===== src/rtl/data_mem_apb_bridge.sv =====
// data_mem_apb_bridge
// Bridges a CPU data-memory load/store port onto an APB master. Each CPU
// request becomes one APB transfer (SETUP then ACCESS), is completed with a
// single-cycle ready pulse, and stalls the CPU while the transfer is open.
// Misaligned requests complete immediately with err=1 and no APB activity.
// A transfer whose ACCESS phase sees PREADY low for TIMEOUT cycles is aborted
// with err=1.
//
// Ports
//   clk, reset           single clock, synchronous active-high reset
//   req, we, addr,       CPU request (held stable while stall=1)
//   wdata, size
//   rdata, ready,        CPU response: LSB-aligned zero-extended load data,
//   stall, err           completion pulse, pipeline freeze, error flag
//   PADDR..PSTRB         APB master request outputs
//   PRDATA, PREADY,      APB completer response inputs
//   PSLVERR
//
// state  | meaning
// IDLE   | waiting for req; latches request fields
// SETUP  | APB setup phase (PSEL=1, PENABLE=0)
// ACCESS | APB access phase, waiting for PREADY or timeout
// RESP   | one-cycle ready pulse back to the CPU
module data_mem_apb_bridge #(
  parameter int unsigned TIMEOUT = 16
) (
  input  logic        clk,
  input  logic        reset,
  input  logic        req,
  input  logic        we,
  input  logic [31:0] addr,
  input  logic [31:0] wdata,
  input  logic [1:0]  size,
  output logic [31:0] rdata,
  output logic        ready,
  output logic        stall,
  output logic        err,
  output logic [31:0] PADDR,
  output logic        PSEL,
  output logic        PENABLE,
  output logic        PWRITE,
  output logic [31:0] PWDATA,
  output logic [3:0]  PSTRB,
  input  logic [31:0] PRDATA,
  input  logic        PREADY,
  input  logic        PSLVERR
);

  typedef enum logic [1:0] {IDLE, SETUP, ACCESS, RESP} state_t;

  localparam logic [8:0] TMO_LIMIT = 9'(TIMEOUT);

  state_t      state, state_next;
  logic [7:0]  tmo_cnt, tmo_cnt_next;
  logic [1:0]  addr_lo;
  logic [1:0]  size_q;
  logic        err_q;
  logic        latch;
  logic        misaligned;
  logic        xfer_done;
  logic        xfer_tmo;
  logic [3:0]  strb_req;
  logic [31:0] rdata_shift;
  logic [31:0] rdata_load;

  always_comb begin
    unique case (size)
      2'b00:   misaligned = 1'b0;
      2'b01:   misaligned = addr[0];
      default: misaligned = (addr[1:0] != 2'b00);
    endcase
  end

  always_comb begin
    unique case (size)
      2'b00:   strb_req = 4'b0001 << addr[1:0];
      2'b01:   strb_req = 4'b0011 << addr[1:0];
      default: strb_req = 4'b1111;
    endcase
  end

  // Load data is shifted down to bit 0 and zero-extended above the access size.
  assign rdata_shift = PRDATA >> {addr_lo, 3'b000};

  always_comb begin
    unique case (size_q)
      2'b00:   rdata_load = {24'h0, rdata_shift[7:0]};
      2'b01:   rdata_load = {16'h0, rdata_shift[15:0]};
      default: rdata_load = rdata_shift;
    endcase
  end

  always_comb begin
    state_next   = state;
    tmo_cnt_next = tmo_cnt;
    latch        = 1'b0;
    xfer_done    = 1'b0;
    xfer_tmo     = 1'b0;
    unique case (state)
      IDLE: begin
        if (req) begin
          latch = 1'b1;
          if (misaligned) begin
            state_next = RESP;
          end else begin
            state_next   = SETUP;
            tmo_cnt_next = 8'd0;
          end
        end
      end
      SETUP: state_next = ACCESS;
      ACCESS: begin
        if (PREADY) begin
          xfer_done  = 1'b1;
          state_next = RESP;
        end else begin
          tmo_cnt_next = tmo_cnt + 8'd1;
          if (({1'b0, tmo_cnt} + 9'd1) >= TMO_LIMIT) begin
            xfer_tmo   = 1'b1;
            state_next = RESP;
          end
        end
      end
      RESP: state_next = IDLE;
      default: state_next = IDLE;
    endcase
  end

  always_ff @(posedge clk) begin
    if (reset) begin
      state   <= IDLE;
      tmo_cnt <= 8'd0;
      PADDR   <= 32'h0;
      PWRITE  <= 1'b0;
      PWDATA  <= 32'h0;
      PSTRB   <= 4'b0000;
      addr_lo <= 2'b00;
      size_q  <= 2'b00;
      err_q   <= 1'b0;
      rdata   <= 32'h0;
    end else begin
      state   <= state_next;
      tmo_cnt <= tmo_cnt_next;
      if (latch) begin
        PADDR   <= {addr[31:2], 2'b00};
        PWRITE  <= we;
        PWDATA  <= wdata << {addr[1:0], 3'b000};
        PSTRB   <= we ? strb_req : 4'b0000;
        addr_lo <= addr[1:0];
        size_q  <= size;
        err_q   <= misaligned;
        if (misaligned && !we) rdata <= 32'h0;
      end
      if (xfer_done) begin
        err_q <= PSLVERR;
        if (!PWRITE) rdata <= PSLVERR ? 32'h0 : rdata_load;
      end
      if (xfer_tmo) begin
        err_q <= 1'b1;
        if (!PWRITE) rdata <= 32'h0;
      end
    end
  end

  assign PSEL    = (state == SETUP) || (state == ACCESS);
  assign PENABLE = (state == ACCESS);
  assign ready   = (state == RESP);
  assign err     = ready & err_q;
  assign stall   = !reset && (((state == IDLE) && req) || PSEL);

endmodule

===== config.mk =====
export PLATFORM = sky130hd
export DESIGN_NAME = data_mem_apb_bridge
export DESIGN_NICKNAME = d
export VERILOG_FILES = /design/src/rtl/data_mem_apb_bridge.sv
export SDC_FILE = /design/constraint.sdc
export NUM_CORES = 1
export LEC_CHECK = 0
export CELL_PAD_IN_SITES_DETAIL_PLACEMENT = 0
export CELL_PAD_IN_SITES_GLOBAL_PLACEMENT = 1
export CORE_ASPECT_RATIO = 1.4
export CORE_MARGIN = 1.5
export CORE_UTILIZATION = 34
export CTS_CLUSTER_SIZE = 20
export DETAILED_ROUTE_END_ITERATION = 12
export PLACE_DENSITY_LB_ADDON = 0.1
export SYNTH_ARGS = -nofsm -noshare
export SYNTH_HDL_FRONTEND = slang
export SYNTH_SLANG_ARGS = --single-unit

===== constraint.sdc =====
create_clock -name clk -period 4.9 [get_ports clk]
set_input_delay 0.98 -clock clk [delete_from_list [all_inputs] [get_ports clk]]
set_output_delay 0.98 -clock clk [all_outputs]
set_load 0.005 [all_outputs]

==> metrics.txt <==
status=complete, no violations; number of nets with antenna violations after routing=0; CTS root buffer=clkbuf_16; initial antenna violation count=0; # IOs=210; clock skew=0.00746 ns; vias=~5300; min cycle time layout=3.38 ns; worst ir drop on vdd=0.189 mV; area grow syn2layout=52.2%; CP top delay family=buffers and inverters; pin count of the biggest net entering global routing=a little over 60; Slew @ Worst Pin=1.16 ns; post-synth cell types=51; clock-pin slew on the worst setup and hold paths=0.05 ns; H-tree levels=4; Bufs and invs on worst path=2; Cells after Synth=621; first-pass GRT wire length=27.5 mm; clock latency on the worst-skew pair=0.41 ns; gpl congestion=0.772; Cells after DPL=973; synth top area cells=dfxtp_1 44%, nand2_1 7.5%, mux2i_1 6.1%; fin nets=908; TritonCTS clock tree=done; total wire length=approximately 18 mm; Post-synth EDFFs=0; ys flop type=dfxtp_1; Final Setup Violations=0; Arr. time, crit path=roughly 2.4 ns; complex-gate fraction of the synthesized area=0.228; Pwr Density=423 mW/mm^2; number of remaining DRC errors=0; Port Buffer Count=207; max cap viols=0; Crit path largest cell delay=0.55 ns; Slew Viols, Final=0; mean post-synth cell area=8.43 um^2; area of the die=0.0162 mm^2; most frequent cells in the layout=206 x clkdlybuf4s50_1, 114 x dfxtp_1, 103 x nand2_1; Post-CTS Setup Bufs=0; layout cell share with drive strength beyond 1=0.0665; Final TNS setup=0 ns; post-synthesis simple-gate area fraction=0.194; post-synth top area share=0.436; row cnt=between 50 and 60; Hold Buf Count CTS=0; total CTS buffers=17; main combinational cell family by area after synthesis=compound AO/OA/AOI/OAI gates; cells along the critical path=clkdlybuf4s50_1 > and2_2 > nor2_1 > nor2_1 > clkdlybuf4s50_1; Initial Utilization=0.348; Max Clk Rate=0.296 GHz; critical path endpoint category=output pin; Slew headroom=0.224; Post-CTS Resized=0; DP Worst Slack=around 1.4 ns; clk buf depth=2; post-synth top area cell=dfxtp_1; Layout Cells excl Fill=around 1000; drt wl/cell=17.6 um; Power Total=3370 uW; fin crit share=0.690; die span in x=108 um; CP Class=input pin to output pin; diode count=0; Mapped Area=0.00524 mm^2; unrepaired setup endpoints after global routing=no; worst path required time=between 3 and 4 ns; total congestion overflow=0; iteration-0 DRC count of the detailed router=203; most common cell after layout, fill and taps aside=clkdlybuf4s50_1; CP startpoint kind=input pin; Hold/Removal Path Class=register to register; Hold Vio Cnt, Final=0; mux share of post-synthesis cell area=0.0784; fraction of registers with async set or reset after synthesis=0; first drt pass iteration count=4; vias in the first global route=around 5300; die height=150 um; gr usage total=0.219; adder-cell share of the synthesized area=0.00956; Critical Path Fanout Max=4; core area=between 0.015 and 0.02 mm^2; Lkg Pwr=0.00288 uW; Seq/Total Area, Yosys=0.436; clock sinks=114; xor/xnor cell area share of the yosys netlist=0; synth warn=0; Detail Placement HPWL=about 12 mm; Via density=5.28; post-route setup slack=1.52 ns; register bit total from synthesis=114; Crit-path slowest cell=clkdlybuf4s50_1
## state kept, by name (all words and copies together) (netlist names)
signal,flops
addr_lo,2
PSTRB,4
PADDR,30
err_q,1
size_q,2
PWDATA,32
rdata,32
tmo_cnt,8
PWRITE,1
state,2
## cell usage after synthesis (9+ instances only)
library cell and count:
clkbuf_1 37, o211ai_1 10, nand2_1 104, a21oi_1 54
a211oi_1 10, mux2i_1 32, a211o_1 9, o2bb2ai_1 9
dfxtp_1 114, nor3_1 43, a2bb2oi_1 9, nor2b_1 11
nor2_1 49, a22oi_1 32
## per-layer routing
layer	vias up	routed length (um)	GRT usage
li1	2575	-	-
met1	2504	7160	0.254
met2	198	8760	0.376
met3	25	1320	0.0693
met4	0	371	0.0816
met5	-	0	0
## power breakdown
part | switching (uW) | leakage (uW) | total (uW) | internal (uW)
Combinational | 498 | 0.00166 | 971 | 472
Clock | 426 | 0.000291 | 1260 | 833
Sequential | 85.5 | 0.000928 | 1140 | 1050
## cell families (layout without fill, tap and decap cells)
logic type	Yosys count	count (layout)
simple gates	229	229
compound gates	169	169
flops	114	114
buf+inv	64	254
mux	40	40
fa+ha+maj	4	4
other cells	1	2
## final timing paths
| kind | slack (ns) | depth (start not counted) | end | startpoint |
|---|---|---|---|---|
| max | 1.52 | 5 | stall | req |
| min | 0.45 | 2 | PWDATA[31]$_SDFFE_PP0P_ | PWDATA[31]$_SDFFE_PP0P_ |
| max reg2reg | 2.42 | 7 | PWDATA[12]$_SDFFE_PP0P_ | state[1]$_SDFFE_PP0P_ |
| min reg2reg | 0.45 | 2 | PWDATA[31]$_SDFFE_PP0P_ | PWDATA[31]$_SDFFE_PP0P_ |
## area by class of cell
cell class / instances / area, um^2
sequential: 114 / 2280
fill: 1453 / 7090
tap: 192 / 240
clock inverter: 10 / 133
inverter: 8 / 30.0
multi-input combinational: 444 / 2680
clock buffer: 21 / 470
timing repair buffer: 215 / 2130
## worst min-delay path: cells and delay by family, from the launching register on
| family | cells | cell delay, ns |
|---|---|---|
| flops | 1 | 0.30 |
| simple gates | 1 | 0.05 |
| compound gates | 1 | 0.05 |
## per-stage QoR
stage	util	area, um^2	hold slack (ns)
finish	0.529	7970	0.453
detailed placement	0.489	7360	0.448
floorplan	-	5240	0.437
global route	0.529	7970	0.474
global placement	0.489	7360	0.441
CTS	0.529	7970	0.455
Note: power is estimated with default switching activity, not from simulation.
